$ cat config.mk
export PLATFORM = sky130hd
export DESIGN_NAME = fifo_write_arbiter
export DESIGN_NICKNAME = d
export VERILOG_FILES = /design/src/rtl/fifo_arb_pkg.sv /design/src/rtl/rr_priority_picker.sv /design/src/rtl/fifo_write_arbiter.sv
export SDC_FILE = /design/constraint.sdc
export NUM_CORES = 1
export LEC_CHECK = 0
export CAP_MARGIN = 0
export CORE_ASPECT_RATIO = 1.2
export CORE_MARGIN = 2
export CORE_UTILIZATION = 39
export CTS_CLUSTER_SIZE = 40
export DETAILED_ROUTE_END_ITERATION = 10
export PLACE_DENSITY = 0.87
export SETUP_SLACK_MARGIN = 0.3
export SLEW_MARGIN = 0
export SYNTH_ARGS = -nofsm -noshare
export SYNTH_HDL_FRONTEND = slang
export SYNTH_SLANG_ARGS = --single-unit
$ cat constraint.sdc
create_clock -name wclk -period 2.9 [get_ports wclk]
set_input_delay 0.29 -clock wclk [delete_from_list [all_inputs] [get_ports wclk]]
set_output_delay 0.29 -clock wclk [all_outputs]
set_load 0.005 [all_outputs]
$ cat src/rtl/fifo_arb_pkg.sv
// Shared types and the round-robin pick helper for the FIFO write-port arbiter.
// Sized for up to 16 requesters; callers pass their real requester count.
package fifo_arb_pkg;

    localparam int MAX_REQ   = 16;
    localparam int MAX_IDX_W = 4;

    typedef enum logic [0:0] {
        IDLE = 1'b0,
        OWN  = 1'b1
    } arb_state_t;

    typedef struct packed {
        logic                 found;
        logic [MAX_IDX_W-1:0] index;
    } pick_t;

    typedef logic [MAX_IDX_W:0] wide_idx_t;

    // Scans last_grant+1, last_grant+2, ... modulo num_req; the nearest set bit wins.
    function automatic pick_t rr_pick(
        input logic [MAX_REQ-1:0]   req,
        input logic [MAX_IDX_W-1:0] last_grant,
        input int                   num_req
    );
        pick_t     res;
        wide_idx_t idx;
        res = '0;
        for (int k = MAX_REQ; k >= 1; k--) begin
            if (k <= num_req) begin
                idx = wide_idx_t'(last_grant) + wide_idx_t'(k);
                if (idx >= wide_idx_t'(num_req)) begin
                    idx = idx - wide_idx_t'(num_req);
                end
                if (req[idx[MAX_IDX_W-1:0]]) begin
                    res.found = 1'b1;
                    res.index = idx[MAX_IDX_W-1:0];
                end
            end
        end
        return res;
    endfunction

endpackage

$ cat src/rtl/rr_priority_picker.sv
// Combinational rotate-and-priority-encode: next requester after last_grant.
module rr_priority_picker
    import fifo_arb_pkg::*;
#(
    parameter int NUM_REQ = 4,
    parameter int IW      = $clog2(NUM_REQ)
) (
    input  logic [NUM_REQ-1:0] req,
    input  logic [IW-1:0]      last_grant,
    output logic               found,
    output logic [IW-1:0]      index
);

    pick_t pick_res;

    always_comb begin
        pick_res = rr_pick(MAX_REQ'(req), MAX_IDX_W'(last_grant), NUM_REQ);
        found    = pick_res.found;
        index    = pick_res.index[IW-1:0];
    end

endmodule

$ cat src/rtl/fifo_write_arbiter.sv
// Round-robin, burst-limited arbiter sharing one FIFO write port among NUM_REQ requesters.
// Grant, write enable and data are combinational; ownership state updates on wclk.
module fifo_write_arbiter
    import fifo_arb_pkg::*;
#(
    parameter int DSIZE     = 8,
    parameter int NUM_REQ   = 4,
    parameter int BURST_MAX = 4
) (
    input  logic                       wclk,
    input  logic                       wrst_n,
    input  logic [NUM_REQ-1:0]         req,
    input  logic [NUM_REQ*DSIZE-1:0]   req_data,
    output logic [NUM_REQ-1:0]         ack,
    input  logic                       full,
    output logic                       w_en,
    output logic [DSIZE-1:0]           data_in,
    output logic                       busy,
    output logic [$clog2(NUM_REQ)-1:0] owner
);

    localparam int IW = $clog2(NUM_REQ);
    localparam int BW = $clog2(BURST_MAX + 1);

    arb_state_t      state_reg;
    logic [IW-1:0]   owner_reg;
    logic [IW-1:0]   last_grant_reg;
    logic [BW-1:0]   burst_cnt_reg;

    logic            pick_found;
    logic [IW-1:0]   pick_idx;
    logic [IW-1:0]   sel;
    logic            cont;
    logic            any_cand;
    logic            write;
    logic [DSIZE-1:0] req_words [NUM_REQ];

    rr_priority_picker #(
        .NUM_REQ (NUM_REQ),
        .IW      (IW)
    ) u_picker (
        .req        (req),
        .last_grant (last_grant_reg),
        .found      (pick_found),
        .index      (pick_idx)
    );

    assign cont     = (state_reg == OWN) && req[owner_reg] && (burst_cnt_reg < BW'(BURST_MAX));
    assign sel      = cont ? owner_reg : pick_idx;
    assign any_cand = cont || pick_found;
    // Reset gates the write path directly so a mid-burst reset never leaks an ack.
    assign write    = any_cand && !full && wrst_n;

    generate
        for (genvar gi = 0; gi < NUM_REQ; gi++) begin : g_req
            assign req_words[gi] = req_data[gi*DSIZE +: DSIZE];
            assign ack[gi]       = write && (sel == IW'(gi));
        end
    endgenerate

    assign w_en    = write;
    assign data_in = (wrst_n && any_cand) ? req_words[sel] : '0;
    assign busy    = wrst_n && (state_reg == OWN);
    assign owner   = owner_reg;

    always_ff @(posedge wclk or negedge wrst_n) begin
        if (!wrst_n) begin
            state_reg      <= IDLE;
            owner_reg      <= '0;
            burst_cnt_reg  <= '0;
            last_grant_reg <= IW'(NUM_REQ - 1);
        end else if (write) begin
            if (cont) begin
                burst_cnt_reg <= burst_cnt_reg + BW'(1);
            end else begin
                state_reg      <= OWN;
                owner_reg      <= sel;
                last_grant_reg <= sel;
                burst_cnt_reg  <= BW'(1);
            end
        end else if (!full && !(|req)) begin
            // Full alone stalls with everything held; only an empty request set idles.
            state_reg     <= IDLE;
            burst_cnt_reg <= '0;
        end
    end

endmodule

## After elaboration in Yosys (flattened, before gate mapping)

Index checks and enable logic that the tools add are counted.

| word-level totals | value |
|---|---|
| bits of input ports | 39 |
| output and inout port bits | 16 |
| register bits | 8 |
| word-level logic and storage cells | 78 |

| cells by class | value |
|---|---|
| bitwise operators | 2 |
| magnitude comparators | 11 |
| eq/ne operators | 4 |
| reductions and logical operators | 19 |
| muxes and demuxes | 29 |
| $add $sub $neg | 9 |

Operators with widths:

| kind | count |
|---|---|
| 2-to-1 mux 8 bit | 3 |
| >= comparator 5 x 3 -> 1 bit (second input constant) | 4 |
| < comparator 4 x 5 -> 1 bit (second input constant) | 4 |
| 2-to-1 mux 5 bit | 4 |
| binary-select mux 1 bit (select 4 bit) | 4 |
| binary-select mux 8 bit (select 2 bit) | 1 |
| 2-to-1 mux 4 bit | 4 |
| subtractor 4 x 3 -> 4 bit (second input constant) | 4 |
| logical AND 1 bit | 11 |
| 2-to-1 mux 3 bit | 3 |
| 2-to-1 mux 1 bit | 8 |
| adder 2 x 2 -> 3 bit (second input constant) | 2 |
| adder 2 x 3 -> 4 bit (second input constant) | 1 |
| equality test 2 bit (second input constant) | 2 |
| AND reduction 2 bit | 2 |
| OR reduction 4 bit | 1 |
| adder 2 x 1 -> 3 bit (second input constant) | 1 |
| adder 3 x 1 -> 3 bit (second input constant) | 1 |
| >= comparator 3 bit (second input constant) | 1 |
| < comparator 2 x 3 -> 1 bit (second input constant) | 1 |
| < comparator 3 bit (second input constant) | 1 |
| inverter 2 -> 3 bit | 1 |
| binary-select mux 1 bit (select 2 bit) | 1 |
| equality test 2 x 1 -> 1 bit (second input constant) | 1 |
| other kinds (7) | 8 |

## Depth between registers and ports, before layout

Gate-level depths: netlist of the first run.

| logic depth | value |
|---|---|
| word-level depth | 15 |
| depth in mapped cells | 10 |
| gate-level depth less buffers | 8 |

## Modules after synthesis

Synthesis of the first run repeated with hierarchy kept, for this count alone.

| unflattened totals | value |
|---|---|
| cell total of the unflattened synthesis | 122 |
| area, all modules | 1127.3 um2 |

By module, submodules not included:

| module | cells an instance | area each (um2) | times used |
|---|---|---|---|
| fifo_write_arbiter | 86 | 795.8 | 1 |
| rr_priority_picker | 36 | 331.6 | 1 |

## Worst setup path before layout of the first run

No wires, ideal clock.

| timing | value |
|---|---|
| path type | reg-to-output |
| start point | reg last_grant_reg[0] |
| end point | out data_in[0] |
| arrival time | 2.501 ns |
| setup slack | 0.109 ns |
| data required time | 2.610 ns |
| path buffers | 1 |
| stages on the path, launching flop included | 10 |
| path through | dfstp_2 > buf_6 > inv_1 > ha_1 > a21oi_1 > a22o_1 > o221ai_1 > a21oi_4 > mux2_2 > o211a_1 |

| between the ends | value |
|---|---|
| word-level cells in the longest chain between the ends | 15 |
| elaborated cells between the ends (all ways) | 36 |
| those cells by class | 8 x add/sub; 4 x order compare; 21 x mux; 1 x bitwise; 2 x reduce/logical |

RTL lines:

| element | RTL line | source |
|---|---|---|
| from (decl) | fifo_write_arbiter.sv:27 | `logic [IW-1:0] last_grant_reg;` |
| from (signal assigned) | fifo_write_arbiter.sv:71 | `last_grant_reg <= IW'(NUM_REQ - 1);` |
| from (signal assigned) | fifo_write_arbiter.sv:78 | `last_grant_reg <= sel;` |
| adder 2 x 3 -> 4 bit | fifo_arb_pkg.sv:31 | `idx = wide_idx_t'(last_grant) + wide_idx_t'(k);` |
| subtractor 4 x 3 -> 4 bit / >= comparator 5 x 3 -> 1 bit (equally long branches) | fifo_arb_pkg.sv:33, fifo_arb_pkg.sv:32 |  |
| 2-to-1 mux 4 bit | fifo_arb_pkg.sv:32 | `if (idx >= wide_idx_t'(num_req)) begin` |
| binary-select mux 1 bit (select 4 bit) | fifo_arb_pkg.sv:35 | `if (req[idx[MAX_IDX_W-1:0]]) begin` |
| 2-to-1 mux 1 bit (not written as such) | fifo_arb_pkg.sv:35 |  |
| 2-to-1 mux 5 bit (3 in a row) | fifo_arb_pkg.sv:35 |  |
| 2-to-1 mux 5 bit * | fifo_arb_pkg.sv:35 |  |
| 2-to-1 mux 2 bit | fifo_write_arbiter.sv:49 | `assign sel = cont ? owner_reg : pick_idx;` |
| inverter 2 -> 3 bit (not written as such) | fifo_write_arbiter.sv:62 | `assign data_in = (wrst_n && any_cand) ? req_words[sel] : '0;` |
| binary-select mux 8 bit (select 2 bit) | fifo_write_arbiter.sv:62 |  |
| 2-to-1 mux 8 bit (not written as such) (2 in a row) | fifo_write_arbiter.sv:62 |  |
| 2-to-1 mux 8 bit * | fifo_write_arbiter.sv:62 |  |
| to (decl) | fifo_write_arbiter.sv:17 | `output logic [DSIZE-1:0] data_in,` |

Mark *: on every way between the ends. The rest lies on a longest branch, timed or not. The select of a mux whose other input is x is not followed.

## Worst setup path after layout of the first run

Same ends and word-level chain as after synthesis.

==> results of run 1 <==
per-stage QoR:
step,worst slack (ps),std cells
6_report,-289,276
5_1_grt,-395,276
4_1_cts,-234,273
3_5_place_dp,-288,252
3_3_place_gp,-207,252
2_1_floorplan,286,136
timing repair:
action / 4_1_cts / 5_1_grt
endpoints found under the setup margin: 14 / 15
gates cloned: 1 / 1
buffers inserted: 16 / 2
resized for setup: 65 / 12
pin swaps: 11 / 9
kinds of logic after synthesis:
family | share of synthesized area [%]
AOI/OAI and AO/OA | 40.9
and+or+nand+nor | 17.1
buffers and inverters | 7.23
DFF | 15.6
adders and majority gates | 5.78
muxes | 13.5
power by group:
| part | internal [mW] | switching [mW] | total (mW) |
|---|---|---|---|
| clock | 0.0527 | 0.0395 | 0.0922 |
| sequential | 0.171 | 0.0561 | 0.227 |
| combinational | 1.93 | 1.51 | 3.45 |
layout by cell type, fill, tap and decap left out, types with 9 or more instances in the layout:
master           netlist  layout
mux2_2                10       9
o221ai_2               8       9
buf_2                  0      11
inv_1                 12      10
o21ai_0                9       9
o211a_1                9       9
clkdlybuf4s50_1        0      42
buf_6                  3       9
buf_4                  1      36
routing by layer:
metal | share of wire, % | GRT usage, %
met5 | 0 | 0
met4 | 3.8 | 15.2
met3 | 3.2 | 4.41
met2 | 55 | 52.9
met1 | 38 | 27.8
cells in the mapped netlist, types with 3 or more instances:
master	instances	area, sq um
a31o_2	3	26.3
mux2i_1	4	40.0
nand2_1	6	22.5
o21ai_0	9	45.0
inv_1	12	45.0
nor3_1	5	25.0
ha_1	6	75.1
o211a_1	9	90.1
nor2_1	8	30.0
a21oi_1	4	20.0
o221ai_2	8	120
and3_1	3	18.8
mux2_2	10	113
dfrtp_1	6	150
buf_6	3	33.8
critical path, delay by kind of cell (launching register included):
family,cells,cell delay (ps)
AO/OA/AOI/OAI,3,660
adder cells (fa/ha/maj),1,290
buffers and inverters,5,610
flip-flops,1,600
multiplexers,1,290
AND/OR/NAND/NOR,1,180
area by class of cell:
class                      instances  area [sq um]  area share [%]
clock buffer                       4          26.3            1.09
inverter                          12          47.5            1.97
multi-input combinational        111          1110            46.1
sequential                         8           203            8.40
tap                               36          45.0            1.87
timing repair buffer             105           980            40.6
final timing paths:
kind,from,endpoint,slack (ps),cells past startpoint
min in group wclk,burst_cnt_reg[1],burst_cnt_reg[1],530,1
hold reg to reg,burst_cnt_reg[1],burst_cnt_reg[1],530,1
setup / recovery,last_grant_reg[0],data_in[0],-290,11
hold / removal,wrst_n,owner[1],340,2
max in group asynchronous,wrst_n,last_grant_reg[1],2340,2
setup reg to reg,last_grant_reg[0],burst_cnt_reg[2],360,11
==> run_results.csv, run 1 <==
group,metric,value,unit
die,fp.dieArea,3810,sq um
cells_and_area,final_area,2410,sq um
critical_path,end_kind,"output port",
cells_and_area,area_delta_synth_final,85.8,%
critical_path,slowest_delay,600,ps
power_and_ir_drop,power.total,3.77,mW
clock_tree,cts_made_buffers,3,
power_and_ir_drop,powerDensity,1560,nW/um^2
global_routing,grt_use_total,27.3,%
timing,post-route-min-period,3190,ps
detailed_routing,drt_iter0_markers,66,
synth,avgSynthCellArea,9.55,sq um
timing,worstMarginPinSlew,388,ps
die,fp.dieW,56.7,um
timing,fin_crit_sh,110,%
power_and_ir_drop,ir_drop,1.64,mV
die,rows,22,
synth,synth.ff_latch_count,8,
status,violations,"negative setup slack",
timing,fmax,0.314,GHz
synth,ys_async_sr_fraction,100,%
timing,rsz0062_at_grt,"true",
timing,tns,-3240,ps
power_and_ir_drop,p_leak,1.12,nW
critical_path,cp_max_fo,5,
flow_run,maxCapViolations,0,
critical_path,crit_required,2610,ps
synth,syn-num-nets,181,
detailed_routing,drt_wl_total,5.41,mm
global_routing,grt_pass1_vias,1663,
cells_and_area,nNetsFinal,286,
cells_and_area,finish.utilization,77.6,%
status,status,"finished with violations",
placement,portBuffers,54,
clock_tree,clockBufferDepth,2,
die,coreArea,3110,sq um
placement,gp_congestion,0.885,
die,die_height,67.2,um
critical_path,critPathKind,"reg -> out",
detailed_routing,drt-pass1-iter-count,4,
critical_path,cp-start-kind,"register",
placement,hpwl,3.48,mm
cells_and_area,diodes,0,
detailed_routing,drtAntennaViolNets,0,
clock_tree,cts_hold_buffers,0,
timing,setup_viol,13,
timing,finalHoldViolCount,0,
timing,fin_skew,2.14,ps
die,pin_count,55,
detailed_routing,via_count,1585,
cells_and_area,drive_above_1_share,48.8,%
critical_path,cpMaxStageDelayCell,"dfstp_2",
clock_tree,cts_tree,"yes",
detailed_routing,drc,0,
synth,synth_edf_count,0,
die,start_util,41.8,%
synth,synth_warnings,0,
synth,ys.flop_type,"dfrtp_1",
clock_tree,worstSkewPairLatency,260,ps
global_routing,grt-ovfl-total,0,
synth,ys_seq_area_share,15.6,%
synth,synth.distinct_cells,50,
cells_and_area,largest_register_ffs,3,
timing,relSlewSlack,74.2,%
global_routing,grt_pass1_wl,8.09,mm
clock_tree,h-tree-depth,1,
placement,dpl-instance-area,2130,sq um
clock_tree,clk_pin_slew_worst_paths,50,ps
timing,report.final.slew_viol_count,0,
global_routing,antenna_found_initial,0,
clock_tree,cts.sinks,8,
detailed_routing,vias_per_cell,5.74,
cells_and_area,n_fill_cell,189,
synth,syn_inst,136,
detailed_routing,wl_per_cell,19.6,um
timing,worst_slack,-289,ps
synth,syn_area,1300,sq um
critical_path,crit_arrival,2900,ps
worst_hold_path,hold_path.class,"in -> async",
clock_tree,clockRootBuffer,"clkbuf_4",
timing,whs,344,ps
global_routing,grt_max_degree,12,
critical_path,cp_cell_sequence,"inv_4 -> ha_4 -> mux4_2 -> and2_4 -> a2111oi_4 -> a221oi_4 -> buf_4 -> buf_6 -> clkbuf_16 -> o211a_1 -> buf_2",
Power figures use the tool's default switching activity.
==> run 2: changes to the inputs <==
Settings changed: CORE_UTILIZATION 39 to 40, CTS_BUF_LIST set to sky130_fd_sc_hd__clkbuf_2, PLACE_DENSITY 0.87 to 0.89.
==> run 2 against run 1 <==
  * The run still ends with negative setup slack left
  * Critical path depth unchanged
  * Setup slack gained 19 ps
  * Highest routed layer unchanged
  * Sequential power fell by 3%
  * First-iteration DRC count increased by 21%
==> run_results.csv, run 2 (same netlist as run 1, synthesis figures left out) <==
group,metric,value,unit
critical_path,slowest_delay,590,ps
critical_path,path_buf_inv,4,
timing,rsz0062_at_grt,"true",
timing,worstMarginPinSlew,426,ps
die,fp.dieArea,3720,sq um
die,rows,22,
global_routing,grt-ovfl-total,0,
clock_tree,clockBufferDepth,2,
placement,hpwl,3.49,mm
detailed_routing,drt_wl_total,5.89,mm
global_routing,grt_max_degree,12,
timing,fin_skew,15.7,ps
detailed_routing,drt-pass1-iter-count,4,
critical_path,path_delay_family,"compound AO/OA/AOI/OAI gates",
status,status,"finished with violations",
flow_run,maxCapViolations,0,
global_routing,antenna_found_initial,0,
cells_and_area,instances_no_fill,281,
die,start_util,42.1,%
power_and_ir_drop,power.total,3.96,mW
clock_tree,cts_made_buffers,3,
clock_tree,cts.sinks,8,
timing,relSlewSlack,71.4,%
timing,fin_crit_sh,109,%
timing,setup_viol,13,
critical_path,cp_cell_sequence,"inv_4 -> ha_4 -> mux4_2 -> and2_4 -> a21o_4 -> a221oi_4 -> buf_6 -> buf_6 -> o221ai_2 -> o211a_1 -> buf_2",
cells_and_area,n_fill_cell,172,
clock_tree,cts_hold_buffers,0,
timing,report.final.slew_viol_count,0,
clock_tree,worstSkewPairLatency,240,ps
clock_tree,clockRootBuffer,"clkbuf_2",
critical_path,cp-start-kind,"register",
timing,finalHoldViolCount,0,
critical_path,critPathKind,"reg -> out",
critical_path,cpMaxStageDelayCell,"dfstp_2",
cells_and_area,drive_above_1_share,52.7,%
critical_path,reg2reg_depth,11,
global_routing,grt_use_total,28.9,%
global_routing,grt_pass1_vias,1727,
detailed_routing,via_count,1658,
placement,portBuffers,54,
critical_path,crit_arrival,2880,ps
cells_and_area,mostFrequentLayoutCell,"clkdlybuf4s50_1",
clock_tree,clk_pin_slew_worst_paths,80,ps
die,fp.dieW,56.0,um
timing,worst_slack,-270,ps
cells_and_area,diodes,0,
power_and_ir_drop,p_leak,1.17,nW
die,pin_count,55,
clock_tree,cts_tree,"yes",
detailed_routing,drtAntennaViolNets,0,
timing,whs,357,ps
critical_path,r2r-start,"last_grant_reg[0]",
power_and_ir_drop,ir_drop,1.16,mV
cells_and_area,final_cell_mix,"42 x clkdlybuf4s50_1, 38 x buf_4, 13 x buf_6, 12 x buf_2, 10 x inv_1",
die,die_height,66.4,um
detailed_routing,vias_per_cell,5.90,
clock_tree,h-tree-depth,1,
global_routing,grt_pass1_wl,8.29,mm
detailed_routing,drc,0,
detailed_routing,drt_iter0_markers,80,
status,violations,"negative setup slack",
critical_path,timing.rr.end,"burst_cnt_reg[1]",
critical_path,timing.critical_path.mode_cell,"buf_6",
timing,fmax,0.315,GHz
worst_hold_path,hold_path.class,"in -> async",
critical_path,reg2reg_slack,390,ps
power_and_ir_drop,powerDensity,1580,nW/um^2
placement,dp.cells,250,
placement,gp_congestion,0.832,
cells_and_area,largest_register_ffs,3,
die,coreArea,3080,sq um
critical_path,cp_max_fo,5,
detailed_routing,wl_per_cell,21.0,um
critical_path,crit_required,2610,ps
timing,post-route-min-period,3170,ps
cells_and_area,area_delta_synth_final,92.8,%
critical_path,end_kind,"output port",
cells_and_area,nNetsFinal,291,
-- run 2: report_power, final --
group / total [mW] / internal, mW / switching, mW
clock: 0.0723 / 0.0366 / 0.0357
combinational: 3.67 / 2.02 / 1.64
sequential: 0.220 / 0.171 / 0.0494
total: 3.96 / 2.23 / 1.73
-- run 2: timing repair --
action | in CTS | in global routing
resized for setup | 75 | 26
cloned | 1 | 0
pin swaps | 12 | 11
setup buffers | 19 | 7
setup endpoints to repair | 13 | 16
-- run 2: worst max-delay path by stage --
stage	from	endpoint	slack [ps]	depth (start not counted)
after floorplan	last_grant_reg[0]	data_in[0]	290	10
after global placement	req[3]	ack[0]	-200	8
after detailed placement	req[3]	ack[2]	-270	8
after CTS	last_grant_reg[0]	data_in[3]	-180	10
after global routing	last_grant_reg[0]	data_in[7]	-340	11
final	last_grant_reg[0]	data_in[7]	-270	11
-- run 2: layout make-up --
cell class / instances / area [sq um] / area share, %
Clock buffer: 4 / 20.0 / 0.800
Tap cell: 36 / 45.0 / 1.80
Inverter: 12 / 47.5 / 1.90
Sequential cell: 8 / 203 / 8.10
Timing Repair Buffer: 110 / 1000 / 40.0
Multi-Input combinational cell: 111 / 1190 / 47.4
-- run 2: layer usage --
metal | track usage, % | share of wire (%)
met1 | 30.3 | 37
met2 | 55.3 | 54
met3 | 5.09 | 4.3
met4 | 13.4 | 4.4
met5 | 0 | 0
-- run 2: metrics by stage --
stage / setup TNS, ps / area [sq um] / util [%] / worst slack (ps)
floorplan: 0 / 1320 / - / 286
CTS: -1750 / 2350 / 76.3 / -177
global route: -3580 / 2500 / 81.2 / -343
global placement: -1970 / 2120 / 68.6 / -197
detailed placement: -2740 / 2120 / 68.6 / -272
finish: -2270 / 2500 / 81.2 / -270
==> run 3: changes to the inputs <==
Settings changed: CTS_CLUSTER_SIZE 40 to not set.
==> results of run 3 <==
Same layout as run 2: the final DEF is identical, and so are final timing and power.
